**src/rtl/common_pkg.sv**
```systemverilog
// Shared cbus types: request/response payloads, size/length/burst encodings,
// and the arbiter state encoding.
package common;

    typedef enum logic [2:0] {
        MSIZE1 = 3'd0,
        MSIZE2 = 3'd1,
        MSIZE4 = 3'd2,
        MSIZE8 = 3'd3
    } msize_t;

    // Encoded as beats-1, matching AXI AxLEN.
    typedef enum logic [7:0] {
        MLEN1   = 8'd0,
        MLEN2   = 8'd1,
        MLEN4   = 8'd3,
        MLEN8   = 8'd7,
        MLEN16  = 8'd15,
        MLEN256 = 8'd255
    } mlen_t;

    typedef enum logic [1:0] {
        BURST_FIXED = 2'b00,
        BURST_INCR  = 2'b01
    } burst_t;

    typedef logic [63:0] addr_t;
    typedef logic [63:0] word_t;
    typedef logic [7:0]  strobe_t;

    typedef struct packed {
        logic    valid;
        logic    is_write;
        msize_t  size;
        addr_t   addr;
        strobe_t strobe;
        word_t   data;
        mlen_t   len;
        burst_t  burst;
    } cbus_req_t;

    typedef struct packed {
        logic  ready;
        logic  last;
        word_t data;
    } cbus_resp_t;

    typedef enum logic {
        IDLE = 1'b0,
        BUSY = 1'b1
    } arb_state_t;

endpackage

```
**src/rtl/cbus_arbiter_rr_pick.sv**
```systemverilog
// Round-robin picker: first set bit of valid, scanning upward from
// last_sel+1 with wrap-around. Purely combinational.
module rr_pick #(
    parameter int N = 2
) (
    input  logic [N-1:0]         valid,
    input  logic [$clog2(N)-1:0] last_sel,
    output logic                 any,
    output logic [$clog2(N)-1:0] pick
);

    localparam int IDX_W = $clog2(N);
    localparam logic [IDX_W:0] ONE  = (IDX_W+1)'(1);
    localparam logic [IDX_W:0] N_WD = (IDX_W+1)'(N);

    logic [2*N-1:0] doubled;
    logic [2*N-1:0] rotated;
    logic [IDX_W:0] start;
    logic [IDX_W:0] offset;
    logic [IDX_W:0] sum;

    // Rotate the doubled vector so the scan start lands at bit 0, then
    // priority-encode the lowest set bit and map it back to a master index.
    always_comb begin
        // NOTE: every variable gets a default first so no path leaves it unassigned (no latch).
        offset  = '0;
        start   = {1'b0, last_sel} + ONE;
        doubled = {valid, valid};
        rotated = doubled >> start;
        for (int i = N - 1; i >= 0; i--) begin
            if (rotated[i]) begin
                offset = (IDX_W+1)'(i);
            end
        end
        // start <= N and offset <= N-1, so one subtraction finishes the wrap.
        sum = start + offset;
        if (sum >= N_WD) begin
            sum = sum - N_WD;
        end
        any  = |valid;
        pick = sum[IDX_W-1:0];
    end

endmodule

```
**src/rtl/cbus_arbiter.sv**
```systemverilog
// Merges NUM_MASTERS cbus ports into one. The grant is held for a whole
// burst; payloads pass straight through so per-beat write data is never stale.
module cbus_arbiter
    import common::*;
#(
    parameter int NUM_MASTERS = 2
) (
    input  logic       clk,
    input  logic       reset,
    input  cbus_req_t  ireqs  [NUM_MASTERS],
    output cbus_resp_t iresps [NUM_MASTERS],
    output cbus_req_t  oreq,
    input  cbus_resp_t oresp
);

    localparam int IDX_W = $clog2(NUM_MASTERS);
    localparam logic [IDX_W-1:0] LAST_IDX = IDX_W'(NUM_MASTERS - 1);

    arb_state_t             state;
    logic [IDX_W-1:0]       sel;
    logic [IDX_W-1:0]       last_sel;
    logic [NUM_MASTERS-1:0] valid_vec;
    logic                   any_valid;
    logic [IDX_W-1:0]       pick;

    // Gather the request valids into a vector for the picker.
    always_comb begin
        for (int i = 0; i < NUM_MASTERS; i++) begin
            valid_vec[i] = ireqs[i].valid;
        end
    end

    rr_pick #(
        .N(NUM_MASTERS)
    ) u_rr_pick (
        .valid    (valid_vec),
        .last_sel (last_sel),
        .any      (any_valid),
        .pick     (pick)
    );

    // Grant FSM: latch a winner in IDLE, hold it until the bridge's last beat.
    always_ff @(posedge clk) begin
        // NOTE: state registers use <= so every branch sees the pre-edge values.
        if (reset) begin
            state    <= IDLE;
            sel      <= '0;
            last_sel <= LAST_IDX;
        end else begin
            case (state)
                IDLE: begin
                    if (any_valid) begin
                        sel      <= pick;
                        last_sel <= pick;
                        state    <= BUSY;
                    end
                end
                BUSY: begin
                    // The grant survives a dropped valid; only last ends it.
                    if (oresp.ready && oresp.last) begin
                        state <= IDLE;
                    end
                end
                default: state <= IDLE;
            endcase
        end
    end

    // Route the granted master to the bridge and the bridge's response back.
    always_comb begin
        oreq = '0;
        if (state == BUSY) begin
            oreq = ireqs[sel];
        end
        for (int i = 0; i < NUM_MASTERS; i++) begin
            iresps[i] = '0;
            if (state == BUSY && sel == IDX_W'(i)) begin
                iresps[i] = oresp;
            end
        end
    end

endmodule
```
**config.mk**
```make
export PLATFORM = sky130hd
export DESIGN_NAME = cbus_arbiter
export DESIGN_NICKNAME = d
export VERILOG_FILES = /design/src/rtl/common_pkg.sv /design/src/rtl/cbus_arbiter_rr_pick.sv /design/src/rtl/cbus_arbiter.sv
export SDC_FILE = /design/constraint.sdc
export NUM_CORES = 1
export LEC_CHECK = 0
export ABC_AREA = 0
export CAP_MARGIN = 10
export CORE_AREA = 2 2 253 255
export DETAILED_ROUTE_END_ITERATION = 8
export DIE_AREA = 0 0 255 257
export DONT_BUFFER_PORTS = 1
export PLACE_DENSITY_LB_ADDON = 0.2
export SYNTH_ARGS = -nofsm -noshare
export SYNTH_HDL_FRONTEND = slang
export SYNTH_SLANG_ARGS = --single-unit
```
**constraint.sdc**
```tcl
create_clock -name clk -period 2 [get_ports clk]
set_input_delay 0.3 -clock clk [delete_from_list [all_inputs] [get_ports clk]]
set_output_delay 0.3 -clock clk [all_outputs]
set_load 0.01 [all_outputs]
```
==> metrics.txt, run 1 <==
Detail Route Antenna Nets 0; antenna violations before repair 14; status finished, final reports clean; crit end category output pin; DP HPWL 22800 um; Post-Layout Cell Count 1366; die width about 260 um; cts-stage hold buffer count 0; final setup violation count 0; ratio of cells with drive above 1 in the final layout between 10 and 15%; RSZ-0062 raised after global routing true; Reg power frac around 4.8%; count leader, synth nor2_1; worst vdd ir ~190 uV; Residual DRC 0; maximum clock rate 515 MHz; final worst path period share a little under 100%; clk_lat worst skew between 0.2 and 0.25 ns; WHS between 0.1 and 0.15 ns; gr usage total a little under 7%; Area growth, synth to finish 34.2%; CORE AREA approximately 0.063 mm^2; I/O pin total 653; root buffer cell clkbuf_16; synthesized instance count 503; starting density of the core ~5.6%; hold crit path type in -> reg; Post-synth EDFFs 0; maxcap violations 0; crit-path max cell delay approximately 0.4 ns; gr ovfl total 0; CP Launch Type register; Crit path required time 1.70 ns; critical path class reg -> out; critical-path cell list buf_16 -> mux2i_2 -> nor2_1 -> buf_4; clock network power share about a fifth; Slowest cell on crit path dfxtp_4; Num CTS Buffers 3; library cells used by synthesis 21; Critical Path Fanout Max 74; post-layout min period roughly 1.9 ns; drt wl/cell 19.1 um; cell count after placement 1347; post-DR vias/cell approximately 3; drt pass-1 iters 4; power after layout 1510 uW; DR vias just over 4000; P_leak around 0.0017 uW; net switching power figure between 700 and 800 uW; clock buffer depth 2; syn_nets approximately 870; CP arrival approximately 1.6 ns; # H-tree levels 1; pwr/cell area approximately 320 mW/mm^2; area fraction of the dominant cell type after synthesis 42.7%; die area roughly 0.066 mm^2; filler instances roughly 7400; Post-Route WL 26000 um; Pins Over Slew Limit 0; CTS sink count 3; FF-to-FF Start state$_SDFF_PP0_; Seq/Total Area, Yosys 1.70%; crit path launch sel$_SDFFE_PP0P_; cell accounting for the most synthesized area mux2i_1; FFs w/ async S/R, synth 0%; Final Skew around 0.0025 ns; Worst-path clk slew roughly 0.030 ns; Ys Warns 0; most frequent cells after synthesis nor2_1, mux2i_1, and2_1, and3_1; Avg Inst Size Synth approximately 7.0 um^2; Site Rows 92; RePlAce Congestion just over 0.8; Buffers on Ports 0; CTS tree done; Nets roughly 880; Comb pwr share 74.4%; Synth Flop Type dfxtp_1; largest net degree at the start of global routing ~150; mapped cell area 0.00354 mm^2; Slew HR between 50% and 60%; sw frac between 50 and 60%; Hold Vio Cnt, Final 0; vias in the first global route 3752; Vert. Die Dim between 200 and 300 um; Worst-Margin Slew roughly 0.73 ns; internal power 739 uW; ranking of synthesized cells by area mux2i_1, nor2_1, and2_1; hold path startpoint reset; Initial DRC Count about 140; #FFs+latches synth 3; first-pass GRT wire length 30900 um
-- worst paths after layout --
kind / slack (ns) / end / cells past startpoint
setup / recovery: 0.06 / oreq[83] / 4
hold / removal: 0.14 / state$_SDFF_PP0_ / 1
setup reg to reg: 0.60 / last_sel$_SDFFE_PP1P_ / 3
hold reg to reg: 0.49 / last_sel$_SDFFE_PP1P_ / 1
-- power by group through the flow --
stage	registers [uW]	logic (uW)	clock network (uW)
floorplan	67.7	901	0
global route	73.2	1230	326
global placement	73.4	1120	0
finish	72.7	1120	314
detailed placement	73.8	1120	0
CTS	73.1	1130	322
-- cells in the final DEF, fill, tap and decap left out --
cell type | netlist | routed
buf_12 | 2 | 2
nor3_1 | 1 | 1
diode_2 | 0 | 13
a32oi_1 | 1 | 1
inv_6 | 0 | 1
nor3b_1 | 1 | 1
buf_16 | 0 | 3
and3_1 | 66 | 66
and2_1 | 66 | 66
nand2b_1 | 1 | 1
a311oi_1 | 1 | 1
clkbuf_1 | 15 | 1
mux2i_1 | 151 | 150
mux2i_2 | 0 | 1
buf_4 | 2 | 48
buf_6 | 9 | 2
dfxtp_2 | 0 | 1
nor2_4 | 1 | 1
nand2_1 | 1 | 1
a211o_1 | 1 | 1
dfxtp_4 | 0 | 1
clkbuf_16 | 0 | 4
nor2_1 | 152 | 152
dfxtp_1 | 3 | 1
-- metal layers --
layer | GRT usage, % | part of all wire [%] | vias to the layer above
met3 | 2.63 | 12 | 32
met4 | 2.08 | 2.9 | 4
met1 | 6.63 | 34 | 1855
li1 | - | - | 1714
met2 | 13.4 | 51 | 424
met5 | 0 | 0.10 | -
-- state kept, by name, indices dropped and copies added (netlist names) --
name      count
last_sel      1
sel           1
state         1
-- area by class of cell --
| type | instances | area, um^2 | area share (%) |
|---|---|---|---|
| diodes | 13 | 32.5 | 0.685 |
| clock buffers | 4 | 78.8 | 1.66 |
| inverters | 1 | 8.76 | 0.185 |
| multi-input cells | 443 | 2970 | 62.6 |
| flip-flops and latches | 3 | 65.1 | 1.37 |
| well taps | 846 | 1060 | 22.3 |
| repair buffers | 56 | 531 | 11.2 |
-- per-stage QoR --
| stage | setup TNS (ns) | utilization [%] | worst slack (ns) | area [um^2] |
|---|---|---|---|---|
| global route | -0.0135 | 7.53 | -0.00689 | 4720 |
| floorplan | 0 | - | 0.704 | 3540 |
| global placement | 0 | 7.28 | 0.268 | 4570 |
| finish | 0 | 7.56 | 0.0575 | 4750 |
| CTS | 0 | 7.41 | 0.0255 | 4650 |
| detailed placement | 0 | 7.28 | 0.266 | 4570 |
-- critical path, delay by kind of cell, from the launching register on --
kind          cells  cell delay (ns)
buf+inv           2             0.47
mux               1             0.30
simple gates      1             0.06
flops             1             0.39
-- timing repair --
item | CTS | global route
setup endpoints to repair | 0 | 25
gates resized for setup | 0 | 6
endpoints found under the hold margin | 0 | 0
setup buffers | 0 | 1
-- cells by family after synthesis --
family	count (synthesis)	share of synthesized area (%)
compound gates	3	0.743
buf+inv	57	14.4
flops	3	1.70
mux	151	42.7
simple gates	289	40.4
Note: power is estimated with default switching activity, not from simulation.
==> run 2: changes to the inputs <==
--- a/config.mk
+++ b/config.mk
@@ -7,9 +7,9 @@
 export LEC_CHECK = 0
 export ABC_AREA = 0
 export CAP_MARGIN = 10
-export CORE_AREA = 2 2 253 255
+export CORE_AREA = 2 2 256 258
 export DETAILED_ROUTE_END_ITERATION = 8
-export DIE_AREA = 0 0 255 257
+export DIE_AREA = 0 0 258 260
 export DONT_BUFFER_PORTS = 1
 export PLACE_DENSITY_LB_ADDON = 0.2
 export SYNTH_ARGS = -nofsm -noshare
==> metrics.txt, run 2 (synthesis results as in run 1) <==
status finished, final reports clean; CTS sink count 3; maximum clock rate a little over 500 MHz; GR Util met3 around 3.2%; Initial DRC Count approximately 170; gr ovfl total 0; setup TNS 0 ns; global route hottest layer met2; final setup violation count 0; cell count after placement 1346; Detail Route Antenna Nets 0; CORE AREA between 0.06 and 0.07 mm^2; Post-Route WL about 28000 um; starting density of the core about 5.5%; Critical Path Fanout Max 43; Top Registers last_sel (1), sel (1), state (1); Final Util between 7 and 8%; critical-path cell list buf_16 -> mux2i_2 -> nor2_1 -> buf_4; crit-path max cell delay 0.50 ns; post-CTS setup buffers 0; pwr/cell area approximately 320 mW/mm^2; most common cell after layout, fill and taps aside nor2_1; drt wl/cell 20.2 um; Pins Over Slew Limit 0; CP Launch Type register; first-pass GRT wire length ~31000 um; root buffer cell clkbuf_16; filler instances about 7500; Residual DRC 0; drt pass-1 iters 5; Worst-path clk slew ~0.030 ns; Buffers on Ports 0; Site Rows 93; WHS between 0.1 and 0.15 ns; GR Util met2 13.6%; Num CTS Buffers 3; vias in the first global route between 3000 and 4000; power after layout between 1000 and 1500 uW; Hold Vio Cnt, Final 0; number of buffer and inverter stages on the critical path 2; gr usage total 6.89%; Slew HR a little under 60%; P_leak 0.00164 uW; RePlAce Congestion 0.852; Vert. Die Dim roughly 260 um; Nets a little under 900; DP HPWL 23700 um; # H-tree levels 1; clk_lat worst skew between 0.2 and 0.25 ns; DR vias ~4000; Worst-Margin Slew 0.609 ns; crit end category output pin; die area between 0.06 and 0.07 mm^2; Final Skew about 0.0013 ns; clock buffer depth 2; GR Layer Usage met1 slightly above 6%; RSZ-0062 raised after global routing true; Post-Layout Cell Count 1361; die width between 200 and 300 um; Slowest cell on crit path dfxtp_4; CTS tree done; Crit path required time around 1.7 ns; antenna violations before repair 25; post-layout min period a little under 2 ns; I/O pin total 653; CP arrival approximately 1.7 ns; ratio of cells with drive above 1 in the final layout a little under an eighth; hold crit path type in -> reg; largest net degree at the start of global routing just over 90; maxcap violations 0; post-DR vias/cell a little under 3; worst vdd ir ~160 uV; Area growth, synth to finish 32.9%; final worst path period share ~98%; critical path class reg -> out; most frequent cells in the layout nor2_1, mux2i_1, and3_1, and2_1, buf_4; cell family with most CP delay flip-flops
-- run 2: changes by cell type in the layout (fill, tap and decap cells not counted), sizes merged --
cell    before  now
buf         55   44
clkbuf       5    6
diode       13    9
-- run 2: through the flow --
| stage | setup WS (ns) | cell area [um^2] |
|---|---|---|
| 4_1_cts | -0.0246 | 4590 |
| 5_1_grt | -0.0203 | 4690 |
| 6_report | 0.0460 | 4700 |
| 3_5_place_dp | 0.0834 | 4500 |
| 3_3_place_gp | 0.0914 | 4500 |
| 2_1_floorplan | 0.704 | 3540 |
-- run 2: timing repair --
item                                    CTS  global route
gates cloned                              0             2
endpoints found under the setup margin    3            25
resized for setup                         2             5
hold buffers                              0             0
-- run 2: layer usage --
| layer | wire (um) | share of wire, % |
|---|---|---|
| met1 | 8720 | 32 |
| met2 | 14500 | 53 |
| met3 | 3090 | 11 |
| met4 | 1060 | 3.9 |
| met5 | 126 | 0.46 |
-- run 2: path summary, 6_finish.rpt --
kind                              start                     to  slack (ns)  cells after the start
hold / removal                    reset       sel$_SDFFE_PP0P_        0.13                      1
setup / recovery       sel$_SDFFE_PP0P_               oreq[92]        0.05                      4
setup reg to reg       state$_SDFF_PP0_       state$_SDFF_PP0_        0.63                      3
hold reg to reg   last_sel$_SDFFE_PP1P_  last_sel$_SDFFE_PP1P_        0.48                      1
-- run 2: power by group --
group / switching [uW] / internal [uW]
registers: 13.4 / 65.4
clock network: 56.6 / 263
logic: 691 / 400
-- run 2: area by class of cell --
cell class                 instances  area [um^2]  area share (%)
clock buffer                       4         78.8            1.68
sequential                         3         65.1            1.38
tap                              855         1070            22.8
inverter                           1         8.76           0.186
timing repair buffer              46          458            9.74
multi-input combinational        443         3000            63.8
antenna                            9         22.5           0.479
==> run 3: changes to the inputs <==
==> constraint.sdc (replaced) <==
create_clock -name clk -period 2 [get_ports clk]
set_input_delay 0.1 -clock clk [delete_from_list [all_inputs] [get_ports clk]]
set_output_delay 0.1 -clock clk [all_outputs]
set_load 0.01 [all_outputs]
==> metrics.txt, run 3 (synthesis results as in run 1) <==
status finished, final reports clean; gr ovfl total 0; Nets 860; first-pass GRT wire length 28500 um; P_leak between 0.0015 and 0.002 uW; Pins Over Slew Limit 0; die width between 200 and 300 um; Residual DRC 0; Num CTS Buffers 3; Vert. Die Dim about 260 um; drt wl/cell approximately 18 um; Area growth, synth to finish 28.9%; antenna violations before repair 12; CORE AREA ~0.064 mm^2; vias in the first global route approximately 3400; CTS sink count 3; Top Registers last_sel (1), sel (1), state (1); CP Launch Type register; gr usage total 6.26%; root buffer cell clkbuf_16; Hold Vio Cnt, Final 0; final setup violation count 0; die area 0.0671 mm^2; Worst-path clk slew 0.03 ns; CP arrival about 1.8 ns; hold crit path type in -> reg; Worst-Margin Slew roughly 0.54 ns; worst vdd ir around 240 uV; Final Skew between 0.0009 and 0.001 ns; largest net degree at the start of global routing roughly 100; most common cell after layout, fill and taps aside nor2_1; Buffers on Ports 0; final worst path period share between 90% and 100%; GR Layer Usage met1 under 10%; Site Rows a little over 90; clk_lat worst skew 0.22 ns; Initial DRC Count around 140; most frequent cells in the layout nor2_1, mux2i_1, and3_1, and2_1, buf_4; ratio of cells with drive above 1 in the final layout between 8 and 9%; pwr/cell area roughly 310 mW/mm^2; crit-path max cell delay about 0.42 ns; I/O pin total approximately 650; critical-path cell list buf_12 -> buf_12 -> mux2i_2 -> nor2_1; post-DR vias/cell a little under 3; WHS approximately 0.0016 ns; Post-Route WL 24200 um; GR Util met2 between 10% and 20%; crit end category output pin; critical path class reg -> out; Critical Path Fanout Max 67; Slowest cell on crit path mux2i_2; global route hottest layer met2; GR Util met3 3.25%; DR vias 3911; drt pass-1 iters 6; Slew HR between 60% and 70%; starting density of the core ~5.5%; CP most frequent cell buf_12; post-layout min period 1.85 ns; RSZ-0062 raised after global routing false; maximum clock rate 542 MHz; Crit path required time approximately 1.9 ns; CTS tree done; setup TNS 0 ns; DP HPWL approximately 22000 um; Detail Route Antenna Nets 0; maxcap violations 0; # H-tree levels 1; RePlAce Congestion 0.829; clock buffer depth 2
[run 3: path summary, 6_finish.rpt]
| kind | startpoint | end | slack (ns) | cells past startpoint |
|---|---|---|---|---|
| setup / recovery | sel$_SDFFE_PP0P_ | oreq[142] | 0.15 | 4 |
| hold / removal | oresp[65] | state$_SDFF_PP0_ | 0.002 | 1 |
| setup reg to reg | state$_SDFF_PP0_ | sel$_SDFFE_PP0P_ | 0.85 | 4 |
| hold reg to reg | last_sel$_SDFFE_PP1P_ | last_sel$_SDFFE_PP1P_ | 0.49 | 1 |
[run 3: layout make-up]
cell class / count / area [um^2]
Inverter: 1 / 8.76
Timing Repair Buffer: 38 / 353
Clock buffer: 4 / 78.8
Antenna cell: 5 / 12.5
Tap cell: 855 / 1070
Multi-Input combinational cell: 443 / 2970
Sequential cell: 3 / 65.1
Fill cell: 7555 / 59600
[run 3: through the flow]
stage / setup WS [ns] / total power (uW) / util, % / instance area [um^2] / instances
5_1_grt: 0.0983 / 1530 / 7.10 / 4550 / 1347
6_report: 0.154 / 1430 / 7.11 / 4560 / 1349
3_3_place_gp: 0.312 / 1130 / 6.93 / 4440 / 1338
4_1_cts: 0.0571 / 1460 / 7.09 / 4540 / 1344
3_5_place_dp: 0.299 / 1130 / 6.93 / 4440 / 1338
2_1_floorplan: 0.904 / 969 / - / 3540 / 503
[run 3: power by group]
part / leakage, uW / switching, uW / internal [uW] / total [uW]
combinational: 0.00151 / 677 / 365 / 1040
sequential: 0.0000258 / 10.8 / 65.3 / 76.2
clock: 0.0000382 / 51.7 / 263 / 314
total: 0.00157 / 739 / 693 / 1430
[run 3: what timing repair did]
| item | in CTS | in global routing |
|---|---|---|
| endpoints found under the hold margin | 3 | 0 |
| hold buffers | 2 | 0 |
| setup endpoints to repair | 0 | 1 |
| buffers inserted | 0 | 0 |
| gates resized for setup | 0 | 1 |
[run 3: critical path: cells and delay by family (launching register included)]
kind / cells / cell delay [ns]
buf+inv: 2 / 0.50
mux: 1 / 0.42
flops: 1 / 0.36
simple gates: 1 / 0.14
[run 3: layer usage]
layer,up-vias,wire length (um)
li1,1661,-
met1,1784,7470
met3,44,3100
met4,12,765
met5,-,78
met2,410,12800
